### config.mk
export PLATFORM = sky130hd
export DESIGN_NAME = ex_div_flat
export DESIGN_NICKNAME = d
export VERILOG_FILES = /design/src/rtl/ex_div_if.sv /design/src/rtl/ex_div.sv /design/src/flat_wrapper.sv
export SDC_FILE = /design/constraint.sdc
export NUM_CORES = 1
export LEC_CHECK = 0
export CORE_MARGIN = 2
export CORE_UTILIZATION = 35
export CTS_CLUSTER_SIZE = 40
export DETAILED_ROUTE_END_ITERATION = 8
export PLACE_DENSITY_LB_ADDON = 0.15
export SYNTH_ARGS = -nofsm -noshare
export SYNTH_HDL_FRONTEND = slang
export SYNTH_SLANG_ARGS = --single-unit
### constraint.sdc
create_clock -name clk -period 6.7 [get_ports clk]
set_clock_uncertainty 0.05 [all_clocks]
set_input_delay 1.34 -clock clk [delete_from_list [all_inputs] [get_ports clk]]
set_output_delay 1.34 -clock clk [all_outputs]
set_load 0.02 [all_outputs]
### src/rtl/ex_div_if.sv
// Issue/ctrl-side bundle for the EX-stage divider: operation request in, result and
// pipeline pause/unpause requests out.
interface ex_div_if #(
  parameter int WIDTH = 32
);
  logic             start;
  logic [1:0]       op;
  logic [WIDTH-1:0] dividend;
  logic [WIDTH-1:0] divisor;
  logic [4:0]       rd_in;
  logic             flush;
  logic             div_pause_signal;
  logic             div_unpause_signal;
  logic [WIDTH-1:0] result;
  logic             result_valid;
  logic [4:0]       rd_out;
  logic             busy;

  modport master (
    output start, op, dividend, divisor, rd_in, flush,
    input  div_pause_signal, div_unpause_signal, result, result_valid, rd_out, busy
  );

  modport slave (
    input  start, op, dividend, divisor, rd_in, flush,
    output div_pause_signal, div_unpause_signal, result, result_valid, rd_out, busy
  );
endinterface

### src/rtl/ex_div.sv
// RV32M DIV/DIVU/REM/REMU by restoring division on magnitudes, one quotient bit per cycle.
// Result 33 cycles after start (1 for divide-by-zero/overflow); start ignored while busy, flush aborts silently.
module ex_div #(
  parameter int WIDTH = 32
) (
  input  logic    clk,
  input  logic    rst_n,
  ex_div_if.slave bus
);
  localparam int CW = $clog2(WIDTH);
  localparam logic [WIDTH-1:0] MIN_NEG = {1'b1, {(WIDTH-1){1'b0}}};

  typedef enum logic [1:0] {IDLE, CALC, DONE} state_t;

  state_t           state;
  logic [WIDTH-1:0] rem;
  logic [WIDTH-1:0] quo;
  logic [WIDTH-1:0] dvsr;
  logic [CW-1:0]    count;
  logic             sel_rem;
  logic             q_neg;
  logic             r_neg;
  logic [4:0]       rd_q;
  logic [WIDTH-1:0] result_q;
  logic             result_valid_q;
  logic             unpause_q;
  logic [4:0]       rd_out_q;

  logic             is_signed;
  logic             a_neg;
  logic             b_neg;
  logic [WIDTH-1:0] a_mag;
  logic [WIDTH-1:0] b_mag;
  logic             div_zero;
  logic             overflow;

  assign is_signed = !bus.op[0];
  assign a_neg     = is_signed & bus.dividend[WIDTH-1];
  assign b_neg     = is_signed & bus.divisor[WIDTH-1];
  assign a_mag     = a_neg ? -bus.dividend : bus.dividend;
  assign b_mag     = b_neg ? -bus.divisor : bus.divisor;
  assign div_zero  = (bus.divisor == '0);
  assign overflow  = is_signed && (bus.dividend == MIN_NEG) && (bus.divisor == '1);

  logic [WIDTH:0]   trial;
  logic [WIDTH-1:0] rem_nxt;
  logic [WIDTH-1:0] quo_nxt;
  logic [WIDTH-1:0] q_fix;
  logic [WIDTH-1:0] r_fix;

  // Partial remainder stays below the divisor, so the extra bit of trial is a clean sign.
  always_comb begin
    trial = {rem, quo[WIDTH-1]} - {1'b0, dvsr};
    if (!trial[WIDTH]) begin
      rem_nxt = trial[WIDTH-1:0];
      quo_nxt = {quo[WIDTH-2:0], 1'b1};
    end else begin
      rem_nxt = {rem[WIDTH-2:0], quo[WIDTH-1]};
      quo_nxt = {quo[WIDTH-2:0], 1'b0};
    end
    q_fix = q_neg ? -quo_nxt : quo_nxt;
    r_fix = r_neg ? -rem_nxt : rem_nxt;
  end

  always_ff @(posedge clk or negedge rst_n) begin
    if (!rst_n) begin
      state          <= IDLE;
      rem            <= '0;
      quo            <= '0;
      dvsr           <= '0;
      count          <= '0;
      sel_rem        <= 1'b0;
      q_neg          <= 1'b0;
      r_neg          <= 1'b0;
      rd_q           <= '0;
      result_q       <= '0;
      result_valid_q <= 1'b0;
      unpause_q      <= 1'b0;
      rd_out_q       <= '0;
    end else begin
      result_valid_q <= 1'b0;
      unpause_q      <= 1'b0;
      if (bus.flush) begin
        state <= IDLE;
        count <= '0;
      end else begin
        case (state)
          IDLE: begin
            if (bus.start) begin
              sel_rem <= bus.op[1];
              rd_q    <= bus.rd_in;
              q_neg   <= a_neg ^ b_neg;
              r_neg   <= a_neg;
              dvsr    <= b_mag;
              count   <= '0;
              if (div_zero || overflow) begin
                state          <= DONE;
                result_valid_q <= 1'b1;
                unpause_q      <= 1'b1;
                rd_out_q       <= bus.rd_in;
                if (div_zero) result_q <= bus.op[1] ? bus.dividend : '1;
                else          result_q <= bus.op[1] ? '0 : MIN_NEG;
              end else begin
                state <= CALC;
                rem   <= '0;
                quo   <= a_mag;
              end
            end
          end
          CALC: begin
            rem   <= rem_nxt;
            quo   <= quo_nxt;
            count <= count + CW'(1);
            if (count == CW'(WIDTH-1)) begin
              state          <= DONE;
              result_valid_q <= 1'b1;
              unpause_q      <= 1'b1;
              rd_out_q       <= rd_q;
              result_q       <= sel_rem ? r_fix : q_fix;
            end
          end
          DONE:    state <= IDLE;
          default: state <= IDLE;
        endcase
      end
    end
  end

  assign bus.div_pause_signal   = !bus.flush && (((state == IDLE) && bus.start) || (state == CALC));
  assign bus.div_unpause_signal = unpause_q;
  assign bus.result             = result_q;
  assign bus.result_valid       = result_valid_q;
  assign bus.rd_out             = rd_out_q;
  assign bus.busy               = (state != IDLE);
endmodule

### src/flat_wrapper.sv
// flat-port wrapper written by rule: the top's interface ports become plain ports
module ex_div_flat 
#(
  parameter int WIDTH = 32
)
  (clk, rst_n, bus_start, bus_op, bus_dividend, bus_divisor, bus_rd_in, bus_flush, bus_div_pause_signal, bus_div_unpause_signal, bus_result, bus_result_valid, bus_rd_out, bus_busy);
  ex_div_if #(.WIDTH(WIDTH)) bus_i ();
  input  logic clk;
  input  logic rst_n;
  input wire logic [$bits(bus_i.start)-1:0] bus_start;
  input wire logic [$bits(bus_i.op)-1:0] bus_op;
  input wire logic [$bits(bus_i.dividend)-1:0] bus_dividend;
  input wire logic [$bits(bus_i.divisor)-1:0] bus_divisor;
  input wire logic [$bits(bus_i.rd_in)-1:0] bus_rd_in;
  input wire logic [$bits(bus_i.flush)-1:0] bus_flush;
  output wire logic [$bits(bus_i.div_pause_signal)-1:0] bus_div_pause_signal;
  output wire logic [$bits(bus_i.div_unpause_signal)-1:0] bus_div_unpause_signal;
  output wire logic [$bits(bus_i.result)-1:0] bus_result;
  output wire logic [$bits(bus_i.result_valid)-1:0] bus_result_valid;
  output wire logic [$bits(bus_i.rd_out)-1:0] bus_rd_out;
  output wire logic [$bits(bus_i.busy)-1:0] bus_busy;
  assign bus_i.start = bus_start;
  assign bus_i.op = bus_op;
  assign bus_i.dividend = bus_dividend;
  assign bus_i.divisor = bus_divisor;
  assign bus_i.rd_in = bus_rd_in;
  assign bus_i.flush = bus_flush;
  assign bus_div_pause_signal = bus_i.div_pause_signal;
  assign bus_div_unpause_signal = bus_i.div_unpause_signal;
  assign bus_result = bus_i.result;
  assign bus_result_valid = bus_i.result_valid;
  assign bus_rd_out = bus_i.rd_out;
  assign bus_busy = bus_i.busy;
  ex_div #(.WIDTH(WIDTH)) u_core (.clk(clk), .rst_n(rst_n), .bus(bus_i));
endmodule
Yosys cells after proc, flatten, opt, wreduce, memory -nomap -nowiden
Index checks and enable logic that the tools add are counted.
Storage, ports and cells
  register bits after elaboration: 149
  bits in latches: 0
  bits in writable memories: 0
  bits in read-only memories: 0
  input bits: 75
  output and inout port bits: 41
  logic and storage cells: 87
  memories kept: 0
Cells by class
  $add $sub $neg: 6
  multipliers: 0
  div/mod/pow operators: 0
  order comparisons: 0
  equality and inequality tests: 10
  shift operators: 0
  muxes and demuxes: 37
  bitwise logic cells: 4
  reduce and logical (&&, ||, !) cells: 18
Operator list (count)
  32-bit 2-to-1 mux: 16
  32-bit one-hot mux with 2 select lines: 3
  32-bit negation: 4
  32-bit == test (second input constant): 2
  33-bit by 32-bit subtractor with 33-bit output: 1
  32-bit zero test: 1
  5-bit 2-to-1 mux: 5
  5-bit one-hot mux with 2 select lines: 2
  2-bit 2-to-1 mux: 4
  5-bit by 1-bit adder with 5-bit output (second input constant): 1
  5-bit == test (second input constant): 1
  1-bit 2-to-1 mux: 5
  5-bit AND reduction: 1
  1-bit logical AND: 4
  2-bit by 1-bit inequality test with 1-bit output (second input constant): 2
  2-bit inequality test (second input constant): 2
  2-bit one-hot mux with 2 select lines: 1
  2-bit AND reduction: 2
  4-bit AND reduction: 1
  2-bit nonzero test: 2
  3-bit by 2-bit inequality test with 1-bit output (second input constant): 1
  3-bit inequality test (second input constant): 1
  3-bit AND reduction: 1
  3-bit nonzero test: 1
  8 further kinds: 11

Depth between registers and ports, before layout
  depth in word-level cells: 8
  gate-level depth with buffers: 23
  gate-level depth less buffers: 20

Least setup slack after synthesis
No wires, ideal clock.
  path kind: register to register
  start: reg u_core.rem[4]
  end: reg u_core.result_q[18], in the netlist u_core.bus.result[18]
  library setup time: 0.121 ns
  arrival time: 4.728 ns
  data required time: 6.529 ns
  slack: 1.801 ns
  cell stages (with the launch flop): 23
  path buffers: 4
  period minus slack after synthesis: 4.899 ns
  cell sequence: dfrtp_1 ha_1 buf_2 a21oi_1 nand2_1 o211a_1 or2_0 clkbuf_1 a221oi_2 nor2_1 inv_2 buf_2 buf_1 nor2_1 a21oi_1 ha_1 nand2_1 a2111oi_0 a31oi_1 o31ai_1 xnor2_1 a21oi_1 o22a_1
Between the ends
  word-level cells in the longest chain between the ends: 7
  elaborated cells on any way between the ends: 10
  classes of those cells: 3 x add/sub; 7 x mux
Ends and longest elaborated chain
  start, declared: RTL line ex_div.sv:16  | logic [WIDTH-1:0] rem;
  start signal, assigned: RTL line ex_div.sv:111  | rem <= rem_nxt;
  33-bit by 32-bit subtractor with 33-bit output: RTL line ex_div.sv:53  | trial = {rem, quo[WIDTH-1]} - {1'b0, dvsr};
  1-bit 2-to-1 mux / 32-bit 2-to-1 mux (equally long branches): RTL line ex_div.sv:54  | if (!trial[WIDTH]) begin
  32-bit negation (on tied branches): RTL line ex_div.sv:61, ex_div.sv:62
  32-bit 2-to-1 mux (on tied branches): RTL line ex_div.sv:61, ex_div.sv:62
  32-bit 2-to-1 mux *: RTL line ex_div.sv:119  | result_q <= sel_rem ? r_fix : q_fix;
  32-bit 2-to-1 mux *: RTL line ex_div.sv:114  | if (count == CW'(WIDTH-1)) begin
  32-bit one-hot mux with 2 select lines *: RTL line ex_div.sv:87  | case (state)
  end signal, assigned: RTL line ex_div.sv:101  | if (div_zero) result_q <= bus.op[1] ? bus.dividend : '1;
  end signal, assigned: RTL line ex_div.sv:102  | else result_q <= bus.op[1] ? '0 : MIN_NEG;
  end signal, assigned: RTL line ex_div.sv:119
  end, declared: RTL line ex_div.sv:24  | logic [WIDTH-1:0] result_q;
Mark *: on every way between the ends. The rest lies on a longest branch, timed or not. The select of a mux whose other input is x is not followed.
A chain may end at the register's enable or synchronous reset.

Worst setup path after layout
  start: reg u_core.rem[16]
  end: reg u_core.result_q[28], in the netlist u_core.bus.result[28]
The elaborated chain is that of the path after synthesis.

==> flow_metrics.env <==
export IMPL_status="completed"
export IMPL_maxCapViolCount=0
export IMPL_cts_resized=0
export IMPL_drt_iter0_drc=1028
export IMPL_critPathMaxFanout=13
export IMPL_p_comb_share_pct=31.5
export IMPL_fp_dieW_um=190
export IMPL_track_usage_pct=23.8
export IMPL_first_pass_iters=6
export IMPL_hold_class="flop to flop"
export IMPL_die_height_um=190
export IMPL_hold_buffers=0
export IMPL_gp_congestion=0.907
export IMPL_portBuffers=115
export IMPL_syn_inst=1586
export IMPL_start_kind="flop"
export IMPL_cts_path_max_buffers=2
export IMPL_die_area_sq_um=36300
export IMPL_core_area_sq_um=34400
export IMPL_grt_pass1_wl_um=66900
export IMPL_worstPathArrival_ps=5850
export IMPL_worstMarginPinSlew_ps=1220
export IMPL_netlist_area_sq_um=12200
export IMPL_wirelength_um=43000
export IMPL_antenna_cells=0
export IMPL_antenna_found_initial=0
export IMPL_ys_flop_type="dfrtp_1"
export IMPL_start_util_pct=35.4
export IMPL_ys_async_sr_fraction_pct=100
export IMPL_ios=116
export IMPL_switching_share_pct=37.4
export IMPL_via_per_inst=5.75
export IMPL_r2r_slack_ps=1120
export IMPL_synth_edff_count=0
export IMPL_nFillCells=3517
export IMPL_drtAntennaViolNets=0
export IMPL_wl_per_cell_um=20.3
export IMPL_pwr_share_clk_pct=33.9
export IMPL_grt_overflow_total=0
export IMPL_grt_pass1_vias=11500
export IMPL_cts_tree="built"
export IMPL_tns_ps=0
export IMPL_fmax_mhz=179
export IMPL_p_per_area_nw_per_um2=224
export IMPL_clk_latency_ps=460
export IMPL_ys_seq_area_share_pct=30.6
export IMPL_root_buffer="clkbuf_16"
export IMPL_path_clk_slew_ps=70
export IMPL_slew_headroom_pct=19.0
export IMPL_whs_ps=425
export IMPL_drc_errors=0
export IMPL_hold_viol=0
export IMPL_fin_crit_ps=5580
export IMPL_dpl_hpwl_um=32200
export IMPL_rsz0062_at_grt="no"
export IMPL_row_count=68
export IMPL_final_nets=1767
export IMPL_p_switching_mw=1.21
export IMPL_synth_top_area_share_pct=30.6
export IMPL_path_class="flop to flop"
export IMPL_cts_buffers=17
export IMPL_worstSetupEndpointType="flop"
export IMPL_ys_ff_latch=149
export IMPL_ys_warn_count=0
export IMPL_grt_max_degree=98
export IMPL_htree_num_levels=4
export IMPL_yosys_area_top_type="dfrtp_1"
export IMPL_ys_types=77
export IMPL_ir_worst_vdd_v=0.000179
export IMPL_cts_sinks=149
export IMPL_required_ps=6970
export IMPL_synth_area_per_cell_sq_um=7.67
export IMPL_num_vias=12200
export IMPL_synthTopCellsByArea="dfrtp_1 31%, o21ai_0 8.7%, nand2_1 7.1%"
export IMPL_synth_fp_nets=1701
export IMPL_seqPwrFrac_pct=34.6
export IMPL_syn2layout_area_growth_pct=17.8
export IMPL_drive_above_1_share_pct=4.32
export IMPL_report_final_slew_viol_count=0
export IMPL_power_leakage_nw=5.82
export IMPL_post_cts_setup_buffer_count=0
export IMPL_p_int_mw=2.01
export IMPL_finalCritPeriodShare_pct=83.3
export IMPL_setup_violations=0
layout by cell type (no fill, tap or decap), drive strengths merged, types with 18 or more instances in the layout:
cell type,Yosys,routed
nor4,26,26
nand4,18,18
clkbuf,58,18
nor3,36,36
nand2,230,230
o21ai,213,213
dfrtp,149,149
o211ai,18,18
a21oi,110,110
ha,39,39
a31oi,24,24
o31ai,29,29
or4,20,20
inv,54,55
or3,19,19
clkdlybuf4s50,0,114
xor2,65,65
a21o,22,22
mux2i,26,26
buf,28,19
xnor2,69,69
nor2,139,139
cell families (layout without fill, tap and decap cells):
| family | Yosys count | in the layout | synth area share, % |
|---|---|---|---|
| DFF | 149 | 149 | 30.6 |
| muxes | 28 | 28 | 2.32 |
| adders and majority gates | 40 | 40 | 4.17 |
| AOI/OAI and AO/OA | 534 | 534 | 27.3 |
| and+or+nand+nor | 560 | 560 | 21.2 |
| buffers and inverters | 141 | 220 | 4.69 |
| xor gates and xnor gates | 134 | 134 | 9.65 |
final timing paths:
| kind | startpoint | endpoint | depth (start not counted) |
|---|---|---|---|
| max | u_core.rem[16]$_DFFE_PN0P_ | u_core.bus.result[28]$_DFFE_PN0P_ | 17 |
| max reg2reg | u_core.rem[16]$_DFFE_PN0P_ | u_core.bus.result[28]$_DFFE_PN0P_ | 17 |
| min | u_core.rd_q[2]$_DFFE_PN0P_ | u_core.rd_q[2]$_DFFE_PN0P_ | 2 |
| min reg2reg | u_core.rd_q[2]$_DFFE_PN0P_ | u_core.rd_q[2]$_DFFE_PN0P_ | 2 |
| min in group asynchronous | rst_n | u_core.dvsr[4]$_DFFE_PN0P_ | 1 |
| max in group asynchronous | rst_n | u_core.quo[4]$_DFFE_PN0P_ | 2 |
Yosys cell counts (all sizes together), types with 8 or more instances:
library cell  number
xor2              65
nor3              36
xnor2             69
o21ai            213
or4               20
o41ai             17
a21oi            110
mux2i             26
a22o              12
o31ai             29
o211ai            18
a211oi            17
nor4              26
dfrtp            149
clkbuf            58
nand2b            15
nand3             15
inv               54
ha                39
or3               19
buf               28
nor2             139
and2               8
o21a               8
nand2            230
a31oi             24
a21o              22
nand4             18
nor2b              8
power by group through the flow:
stage | logic, mW | clock network [mW] | registers [mW]
6_report | 1.01 | 1.09 | 1.11
5_1_grt | 1.12 | 1.14 | 1.13
4_1_cts | 1.01 | 1.11 | 1.11
3_5_place_dp | 1.00 | 0 | 1.13
3_3_place_gp | 0.997 | 0 | 1.13
2_1_floorplan | 0.679 | 0 | 1.09
sequential cells by signal (all words and copies together), names as in the netlist:
| name | flops |
|---|---|
| u_core.r_neg | 1 |
| u_core.bus.result | 32 |
| u_core.bus.result_valid | 1 |
| u_core.dvsr | 32 |
| u_core.rem | 32 |
| u_core.sel_rem | 1 |
| u_core.count | 5 |
| u_core.state | 2 |
| u_core.rd_q | 5 |
| u_core.q_neg | 1 |
| u_core.quo | 32 |
| u_core.bus.rd_out | 5 |
per-stage QoR:
step / instance area [sq um] / utilization [%] / worst slack [ps] / instances / power, mW
after floorplan: 12200 / - / 1800 / 1586 / 1.77
after global placement: 13700 / 39.8 / 975 / 2088 / 2.12
after detailed placement: 13700 / 39.8 / 862 / 2088 / 2.13
after CTS: 14300 / 41.7 / 1160 / 2120 / 3.23
after global routing: 14300 / 41.7 / 726 / 2120 / 3.39
final: 14300 / 41.7 / 1120 / 2120 / 3.22
layout make-up:
type	count	area, sq um	area share [%]
clock inverters	14	203	1.41
inverters	55	206	1.44
flip-flops and latches	149	3730	26.0
repair buffers	133	1300	9.07
well taps	455	569	3.97
multi-input cells	1296	7890	55.0
clock buffers	18	439	3.06
critical path, cell delays in order (launching register included):
cell       delay [ps]
dfrtp_1           500
ha_1              520
a21oi_1           220
o211a_1           250
nor3_1            500
a211oi_1          200
o211ai_1          350
nor2_4             60
inv_2             230
nor2_1             90
a21oi_1           240
ha_1              320
nand2_1            90
a2111oi_0         580
a31oi_1           300
o41ai_1           560
xor2_1            260
o211ai_1          120
routing by layer:
metal	share of wire, %	up-vias	track usage [%]
met4	1.9	0	6.56
met3	5.3	50	4.20
met2	46	380	38.6
li1	-	5887	-
met5	0	-	0
met1	47	5883	32.6
No activity file was read; power rests on OpenSTA's default activity.
